## config.mk

```make
export PLATFORM = sky130hd
export DESIGN_NAME = dm_lsu
export DESIGN_NICKNAME = d
export VERILOG_FILES = /design/src/rtl/dm_lsu.sv
export SDC_FILE = /design/constraint.sdc
export NUM_CORES = 1
export LEC_CHECK = 0
export ABC_CLOCK_PERIOD_IN_PS = 2800
export CORE_ASPECT_RATIO = 1.5
export CORE_MARGIN = 4
export CORE_UTILIZATION = 39
export CTS_CLUSTER_DIAMETER = 50
export DETAILED_ROUTE_END_ITERATION = 16
export GPL_TIMING_DRIVEN = 0
export PLACE_DENSITY = 0.81
export SETUP_SLACK_MARGIN = 0.5
export SYNTH_ARGS = -nofsm -noshare
export SYNTH_HDL_FRONTEND = slang
export SYNTH_SLANG_ARGS = --single-unit
```

## constraint.sdc

```tcl
create_clock -name clk -period 2.8 [get_ports clk]
set_input_delay 0.42 -clock clk [delete_from_list [all_inputs] [get_ports clk]]
set_output_delay 0.42 -clock clk [all_outputs]
set_load 0.02 [all_outputs]
```

## src/rtl/dm_lsu.sv

```systemverilog
// dm_lsu: load/store unit bridging byte-addressed CPU requests to a word-wide synchronous data memory.
// Sub-word loads/stores (read-modify-write) are built only when DM_LSU_SUBWORD_EN is defined.
module dm_lsu #(
   parameter int DM_AW = 8,
   parameter int OP_W  = 3
) (
   input  logic            clk,
   input  logic            clr,
   input  logic            req_valid,
   output logic            req_ready,
   input  logic [OP_W-1:0] req_op,
   input  logic [31:0]     req_addr,
   input  logic [31:0]     req_wdata,
   output logic            resp_valid,
   output logic [31:0]     resp_rdata,
   output logic            resp_err,
   output logic            dm_we,
   output logic [31:0]     dm_addr,
   output logic [31:0]     dm_din,
   input  logic [31:0]     dm_dout
);
   localparam logic [OP_W-1:0] OP_LW = 0, OP_SW = 5;
   typedef enum logic [2:0] {IDLE, RD, CAP, WR, RESP} state_t;
   state_t state, next;
   logic [DM_AW-1:0] wi_q;
   logic [31:0] d_q, ld_word, wr_word;
   logic err_q, acc, bad, err, is_st;
   assign req_ready = state == IDLE;
   assign acc = req_valid && req_ready;
   assign err = bad || |req_addr[31:DM_AW+2];
`ifdef DM_LSU_SUBWORD_EN
   localparam logic [OP_W-1:0] OP_LH = 1, OP_LHU = 2, OP_LB = 3, OP_LBU = 4, OP_SH = 6, OP_SB = 7;
   logic [OP_W-1:0] op_q;
   logic [1:0] lane_q;
   logic [31:0] rd_q, mask, rep;
   logic [15:0] half;
   logic [7:0] byt;
   assign bad = (req_op == OP_LW || req_op == OP_SW) ? |req_addr[1:0] :
                (req_op == OP_LH || req_op == OP_LHU || req_op == OP_SH) ? req_addr[0] : 1'b0;
   assign is_st = op_q >= OP_SW;
   assign half = lane_q[1] ? dm_dout[31:16] : dm_dout[15:0];
   assign byt = dm_dout[{lane_q, 3'b000} +: 8];
   assign ld_word = (op_q == OP_LH)  ? {{16{half[15]}}, half} :
                    (op_q == OP_LHU) ? {16'h0, half} :
                    (op_q == OP_LB)  ? {{24{byt[7]}}, byt} :
                    (op_q == OP_LBU) ? {24'h0, byt} : dm_dout;
   // Sub-word stores merge new lanes into the word captured in CAP
   assign mask = (op_q == OP_SB) ? 32'hFF << {lane_q, 3'b000} : 32'hFFFF << {lane_q[1], 4'b0000};
   assign rep = (op_q == OP_SB) ? {4{d_q[7:0]}} : {2{d_q[15:0]}};
   assign wr_word = (op_q == OP_SW) ? d_q : (rd_q & ~mask) | (rep & mask);
`else
   assign bad = (req_op == OP_LW || req_op == OP_SW) ? |req_addr[1:0] : 1'b1;
   assign is_st = 1'b0;
   assign ld_word = dm_dout;
   assign wr_word = d_q;
`endif
   always_comb begin
      next = state;
      case (state)
         IDLE: if (acc) next = err ? RESP : (req_op == OP_SW) ? WR : RD;
         RD: next = CAP;
         CAP: next = is_st ? WR : RESP;
         WR: next = RESP;
         default: next = IDLE;
      endcase
   end
   assign resp_valid = state == RESP;
   assign resp_err = resp_valid && err_q;
   assign dm_we = state == WR;
   assign dm_addr = (state == RD || state == CAP || state == WR) ? {{(32-DM_AW){1'b0}}, wi_q} : 32'h0;
   assign dm_din = dm_we ? wr_word : 32'h0;
   always_ff @(posedge clk or posedge clr) begin
      if (clr) begin
         state <= IDLE;
         wi_q <= '0;
         d_q <= '0;
         err_q <= 1'b0;
         resp_rdata <= '0;
`ifdef DM_LSU_SUBWORD_EN
         op_q <= '0;
         lane_q <= '0;
         rd_q <= '0;
`endif
      end else begin
         state <= next;
         if (acc) begin
            wi_q <= req_addr[DM_AW+1:2];
            d_q <= req_wdata;
            err_q <= err;
`ifdef DM_LSU_SUBWORD_EN
            op_q <= req_op;
            lane_q <= req_addr[1:0];
`endif
         end
         if (state == CAP) begin
`ifdef DM_LSU_SUBWORD_EN
            rd_q <= dm_dout;
`endif
            if (!is_st) resp_rdata <= ld_word;
         end
      end
   end
endmodule

```

==> results of run 1 <==
layout make-up:
| class | instances | area, sq um | share of cell area |
|---|---|---|---|
| timing repair buffer | 178 | 1650 | 0.286 |
| multi-input combinational | 164 | 1470 | 0.255 |
| inverter | 2 | 11.3 | 0.00196 |
| sequential | 76 | 1900 | 0.331 |
| tap | 110 | 138 | 0.0239 |
| clock buffer | 13 | 270 | 0.0470 |
| buffer | 35 | 297 | 0.0515 |
| clock inverter | 3 | 20.0 | 0.00348 |
where the power goes:
group          internal [uW]  leakage [uW]  switching [uW]
sequential              1190      0.000964            44.9
clock                    671      0.000138             418
combinational            289       0.00163             135
cells in the mapped netlist (2+ instances only):
master	instances
dfrtp_1	76
and2_1	43
mux2_4	36
mux2_2	34
buf_4	27
nor2_1	6
nor4_1	5
buf_8	3
buf_6	2
clkbuf_1	2
inv_1	2
mux2_1	2
nand4_1	2
sequential cells by signal, indices dropped and copies added (netlist names):
name / count
d_q: 32
err_q: 1
resp_rdata: 32
state: 3
wi_q: 8
final timing paths:
kind | slack (ns) | cells after the start | to | startpoint
setup / recovery | 0.57 | 3 | resp_err | state[0]$_DFFE_PP0P_
hold / removal | 0.48 | 1 | resp_rdata[21]$_DFFE_PP0P_ | resp_rdata[21]$_DFFE_PP0P_
setup reg to reg | 1.12 | 4 | resp_rdata[17]$_DFFE_PP0P_ | state[2]$_DFFE_PP0P_
hold reg to reg | 0.48 | 1 | resp_rdata[21]$_DFFE_PP0P_ | resp_rdata[21]$_DFFE_PP0P_
max in group asynchronous | 1.52 | 3 | d_q[24]$_DFFE_PP0P_ | clr
min in group asynchronous | 0.61 | 2 | resp_rdata[25]$_DFFE_PP0P_ | clr
metal layers:
metal,GRT usage,vias up,part of all wire
met5,0,-,0
met4,0.0624,0,0.027
met3,0.0533,20,0.091
met2,0.320,139,0.54
met1,0.176,1277,0.34
li1,-,1234,-
critical path, cell delays in order (launching register included):
cell and delay, ns:
dfrtp_1 0.42, nor2_1 0.26, and3_1 0.20, clkdlybuf4s50_1 0.61
cells by family (layout without fill, tap and decap cells):
group	count (synthesis)	after routing	synth area share
DFF	76	76	0.535
AOI/OAI and AO/OA	3	3	0.00492
and+or+nand+nor	64	64	0.109
xor gates and xnor gates	1	1	0.00246
other	1	24	0.00105
buffers and inverters	37	231	0.0816
muxes	72	72	0.266
per-stage QoR:
step | utilization | setup WS (ns) | hold WS [ns] | area, sq um | total power (uW)
finish | 0.648 | 0.572 | 0.483 | 5750 | 2740
global route | 0.648 | 0.467 | 0.513 | 5750 | 2870
CTS | 0.659 | 0.467 | 0.488 | 5850 | 2780
detailed placement | 0.628 | 0.272 | 0.477 | 5580 | 1670
global placement | 0.626 | 0.283 | 0.467 | 5560 | 1660
floorplan | - | 1.10 | 0.472 | 3650 | 1480
==> metrics.cfg, run 1 <==
[cts]
cts_buffers=9
cts_setup_buffers=0
cts_max_level=3
cts_buffer_depth=2
cts_hold_buf=0
cts_resized=48
cts_tree=built
path_clk_slew_ns=0.05
root_buffer=clkbuf_16
clock-sinks=76
clock_latency_ns=0.32

[setup_path]
endpoint_kind=output pin
worst-setup-path-type=reg -> out
worstSetupStartpointType=register
worstPathArrival_ns=1.81
crit_required_ns=2.38
critPathMaxFanout=4

[drt]
ant_nets=0
num_vias=2670
drt_first_iter_violations=36
drc_errors=0
via_per_inst=4.60
drtPass1Iterations=3
drt-total-wl_um=9140
wire_per_inst_um=15.7

[floorplanning]
pin_count=202
core_sq_um=8880
die_w_um=86.0
start_util=0.401
num_rows=42
die_y_um=125
die_area_sq_um=10700

[global_routing]
grtUsageTotal=0.172
grt_max_degree=42
antenna_found_initial=0
overflow=0
first_global_vias=2932
grt_pass1_wl_um=14400

[synthesis]
synth_top_area_frac=0.535
ys_warn_count=0
synth_area_leaders=dfrtp_1, mux2_4, mux2_2, and2_1, buf_4
async_reset_ff_frac=1.00
synth_edf_count=0
synth-main-ff-cell=dfrtp_1
yosys.area.top_type=dfrtp_1
seq_area_frac_synth=0.535
yosys.cell_types.count=27
syn_avg_cell_area_sq_um=14.0
syn-instance-count=254
synth-seq-cells=76
syn_area_sq_um=3560

[sta]
finalCritPeriodShare=0.796
tightest_slew_ns=0.820
tns_ns=0
rsz0062_at_grt=yes
finalHoldViolCount=0
period_needed_ns=2.23
skew_ns=0.00749
slew_headroom=0.452
fmax_ghz=0.449
maxSlewViolCount=0
finalSetupViolations=0

[place]
io_buffers=177
dp_cells=565
dp_hpwl_um=7330
place.gp.congestion=0.733

[final_layout]
area_growth_syn_to_layout_pct=61.7
nFillCells=689
layout.cells.non_filler=581
drive_above_1_share=0.329
diodes=0
nNetsFinal=568
final_common_cell=clkdlybuf4s50_1
final_cell_mix=clkdlybuf4s50_1, dfrtp_1, and2_1

[flow_run]
maxCapViolCount=0

[worst_hold_path]
hp-class=reg -> reg

[pwr]
vdd_drop_max_uv=343
leakage_uw=0.00273
pwr_density_cell_nw_per_um2=477

[status]
status=finished, final reports clean

Note: power is estimated with default switching activity, not from simulation.
==> run 2: changes to the inputs <==
Settings changed: ABC_CLOCK_PERIOD_IN_PS 2800 to 2000, CORE_UTILIZATION 39 to 35, PLACE_DENSITY 0.81 to 0.76.
Clock period 2.8 ns to 2 ns, I/O delays scaled along.
==> metrics.cfg, run 2 (synthesized netlist as in run 1, its figures left out) <==
[status]
status=finished, final reports clean

[cts]
cts_tree=built
clock_latency_ns=0.33
clock-sinks=76
cts_buffers=9
root_buffer=clkbuf_16
cts_buffer_depth=2
cts_max_level=3
path_clk_slew_ns=0.06

[global_routing]
grt_pass1_wl_um=16000
first_global_vias=3065
antenna_found_initial=0
grtUsageTotal=0.172
overflow=0
grt_max_degree=42

[sta]
period_needed_ns=1.84
finalHoldViolCount=0
fmax_ghz=0.545
tns_ns=0
skew_ns=0.00449
finalSetupViolations=0
tightest_slew_ns=0.807
rsz0062_at_grt=yes
finalCritPeriodShare=0.918
slew_headroom=0.461
maxSlewViolCount=0

[place]
dp_hpwl_um=7330
io_buffers=177
dp_cells=570
place.gp.congestion=0.727

[setup_path]
reg2reg_to=d_q[0]$_DFFE_PP0P_
r2r_cells=8
worst-path-buf-inv=3
worstSetupStartpointType=register
cp-startpoint=state[2]$_DFFE_PP0P_
crit_required_ns=1.70
worstPathCellList=nand2b_4 -> nor2_4 -> buf_6 -> buf_8 -> and2_4 -> buf_6
critPathMaxFanout=5
slowest_delay_ns=0.41
r2r_setup_slack_ns=0.20
cpMaxStageDelayCell=dfrtp_2
path_delay_family=simple AND/OR/NAND/NOR gates
r2r_start=state[2]$_DFFE_PP0P_
worst-setup-path-type=reg -> out
worstPathArrival_ns=1.54
endpoint_kind=output pin
cp_common_cell=buf_6

[floorplanning]
core_sq_um=9800
die_area_sq_um=11900
die_y_um=131
pin_count=202
die_w_um=90.3
num_rows=44
start_util=0.363

[final_layout]
layout.cells.non_filler=625
diodes=0
drive_above_1_share=0.510
top_regs=d_q x32, resp_rdata x32, wi_q x8
nNetsFinal=607
final_common_cell=clkdlybuf4s50_1
area_growth_syn_to_layout_pct=91.2
final_cell_mix=clkdlybuf4s50_1, dfrtp_1, buf_6

[pwr]
total_power_uw=4250
pwr_density_cell_nw_per_um2=625
leakage_uw=0.00335
vdd_drop_max_uv=445

[drt]
drt-total-wl_um=10400
drtPass1Iterations=4
drc_errors=0
num_vias=2800
ant_nets=0
via_per_inst=4.48
drt_first_iter_violations=36
wire_per_inst_um=16.6

[flow_run]
maxCapViolCount=0

[worst_hold_path]
hp-class=in -> async

[run 2: worst max path at each step]
stage	to	depth (start not counted)
floorplan	d_q[0]$_DFFE_PP0P_	5
finish	dm_din[17]	6
global route	dm_din[25]	6
global placement	dm_din[12]	5
CTS	dm_din[18]	6
detailed placement	dm_din[17]	5
[run 2: what timing repair did]
action / 4_1_cts / 5_1_grt
cloned: 9 / 0
buffers inserted: 25 / 5
endpoints found under the setup margin: 143 / 120
hold buffers: 0 / 0
pin swaps: 26 / 21
gates resized for setup: 376 / 47
[run 2: worst reg2reg max path, cell delays in order (launching register included)]
cell     delay, ns
dfrtp_2       0.41
buf_4         0.15
buf_6         0.12
nor3_4        0.15
and2_4        0.18
buf_12        0.14
buf_12        0.12
buf_12        0.11
mux2_4        0.29
[run 2: layout make-up]
cell class,instances,area [sq um]
fill,723,3000
multi-input combinational,164,1690
inverter,2,11.3
sequential,76,1910
clock buffer,10,229
clock inverter,6,111
timing repair buffer,217,2340
tap,115,144
buffer,35,367
[run 2: layer usage]
layer	up-vias	global-route usage	share of wire
met5	-	0	0
met4	0	0.0417	0.0099
met3	9	0.0515	0.066
met2	126	0.333	0.56
met1	1346	0.179	0.36
li1	1319	-	-
[run 2: through the flow]
stage                     setup slack, ns  cell area [sq um]  utilization  hold slack, ns
after global placement             -0.240               5590        0.570           0.469
final                               0.164               6800        0.694           0.480
after global routing               0.0976               6800        0.694           0.509
after floorplan                     0.388               3670            -           0.435
after CTS                           0.158               6620        0.675           0.499
after detailed placement           -0.280               5610        0.573           0.476
[run 2: where the power goes]
part	leakage (uW)	switching, uW	internal (uW)
Combinational	0.00222	209	474
Clock	0.000163	612	1220
Sequential	0.000960	73.0	1660
Total	0.00335	895	3360
==> run 3: changes to the inputs <==
Settings changed: ABC_AREA set to 1, SKIP_CTS_REPAIR_TIMING set to 1.
==> metrics.cfg, run 3 <==
[floorplanning]
die_w_um=91.1
pin_count=202
num_rows=45
start_util=0.358
die_area_sq_um=12100
die_y_um=133
core_sq_um=10100

[pwr]
leakage_uw=0.00331
vdd_drop_max_uv=425
pwr_density_cell_nw_per_um2=881

[setup_path]
critPathMaxFanout=10
crit_required_ns=1.70
endpoint_kind=output pin
worstSetupStartpointType=register
worstPathArrival_ns=1.49
worst-setup-path-type=reg -> out

[synthesis]
syn-instance-count=374
synth_xor_area_frac=0
synth_mux_area_frac=0.131
synth_top_area_frac=0.525
synth_compound_area_frac=0.0608
synth_common_cells=dfrtp_1, inv_1, nand2_1
yosys.area_share.simple=0.133
synth_edf_count=0
ys_warn_count=0
synth_top_family_by_area=buffers and inverters
syn_area_sq_um=3620
synth_adder_area_share=0
synth-main-ff-cell=dfrtp_1
seq_area_frac_synth=0.525
yosysMostFrequentCell=dfrtp_1
async_reset_ff_frac=1.00
synth-seq-cells=76
syn_avg_cell_area_sq_um=9.69
synth_area_leaders=dfrtp_1, mux2_4, inv_1, nand2_1, buf_4
yosys.cell_types.count=22
yosys.area.top_type=dfrtp_1

[global_routing]
first_global_vias=3271
antenna_found_initial=0
overflow=0
grt_max_degree=42
grt_pass1_wl_um=15700
grtUsageTotal=0.164

[place]
io_buffers=177
dp_hpwl_um=7880
dp_slack_ns=-0.0395
dpl_cell_area_sq_um=5670
place.gp.congestion=0.783

[cts]
root_buffer=clkbuf_16
cts_max_level=3
cts_buffer_depth=2
clock_latency_ns=0.33
cts_tree=built
clock-sinks=76
path_clk_slew_ns=0.06
cts_buffers=9

[worst_hold_path]
hp-class=in -> async

[final_layout]
area_growth_syn_to_layout_pct=73.0
nNetsFinal=692
final_cell_mix=clkdlybuf4s50_1, dfrtp_1, inv_1
drive_above_1_share=0.297
top_regs=d_q x32, resp_rdata x32, wi_q x8
diodes=0
final_common_cell=clkdlybuf4s50_1
final_area_sq_um=6270

[sta]
finalSetupViolations=0
finalHoldViolCount=0
skew_ns=0.00483
finalCritPeriodShare=0.893
tns_ns=0
tightest_slew_ns=0.797
maxSlewViolCount=0
finalWorstSetupSlack_ns=0.214
period_needed_ns=1.79
fmax_ghz=0.560
rsz0062_at_grt=yes
slew_headroom=0.467

[drt]
drt-total-wl_um=10200
via_per_inst=4.41
drt_first_iter_violations=53
drtPass1Iterations=4
wire_per_inst_um=14.3
ant_nets=0
num_vias=3137
drc_errors=0

[status]
status=finished, final reports clean

[flow_run]
maxCapViolCount=0

## run 3: cell types whose count changed after synthesis, sizes merged, moves of 3 or more
cell   before  now
and2       43    1
buf        33   38
inv         2   62
mux2       72   32
nand2       1   58
nand3       0    3
nor2        7   55
nor4        5    0
o21ai       1   41
## run 3: path summary, 6_finish.rpt
check                                      startpoint                         end  slack [ns]  cells past startpoint
hold reg to reg            resp_rdata[28]$_DFFE_PP0P_  resp_rdata[28]$_DFFE_PP0P_        0.50                      1
min in group clk           resp_rdata[28]$_DFFE_PP0P_  resp_rdata[28]$_DFFE_PP0P_        0.50                      1
setup / recovery                 state[2]$_DFFE_PP0P_                  dm_din[16]        0.21                      7
max in group asynchronous                         clr          d_q[0]$_DFFE_PP0P_        0.87                      3
setup reg to reg                 state[2]$_DFFE_PP0P_         wi_q[2]$_DFFE_PP0P_        0.56                      9
hold / removal                                    clr  resp_rdata[12]$_DFFE_PP0P_        0.47                      2
## run 3: area by class of cell
class,instances,area (sq um)
Buffer,38,334
Inverter,62,241
Timing Repair Buffer,182,1880
Sequential cell,76,1900
Tap cell,117,146
Multi-Input combinational cell,221,1430
Clock buffer,13,270
Fill cell,850,3870
Clock inverter,3,67.6
## run 3: cell families after synthesis
group / count (synthesis)
AO/OA/AOI/OAI: 44
AND/OR/NAND/NOR: 121
buffers and inverters: 100
multiplexers: 32
other: 1
flip-flops: 76
## run 3: report_power, final
part,switching (uW),leakage [uW],internal [uW]
Clock,607,0.000162,1190
Combinational,917,0.00223,697
Sequential,125,0.000914,1980
## run 3: layer usage
metal,up-vias,part of all wire,wire (um),global-route usage
met1,1467,0.36,3630,0.180
met2,127,0.54,5490,0.290
li1,1520,-,-,-
met4,0,0.033,334,0.0738
met3,23,0.070,711,0.0489
met5,-,0,0,0
## run 3: through the flow
step,hold slack [ns],power (uW),utilization,std cells
after floorplan,0.427,3040,-,397
after global placement,0.489,3530,0.557,691
after detailed placement,0.496,3600,0.559,692
after CTS,0.485,5430,0.592,708
after global routing,0.516,5840,0.619,712
final,0.468,5520,0.619,712
## run 3: critical path: stages, from the launching register on
cell	delay (ns)
dfrtp_1	0.37
inv_2	0.08
nand2_2	0.08
nor2_4	0.15
inv_4	0.07
buf_8	0.15
nor2_1	0.10
buf_4	0.16
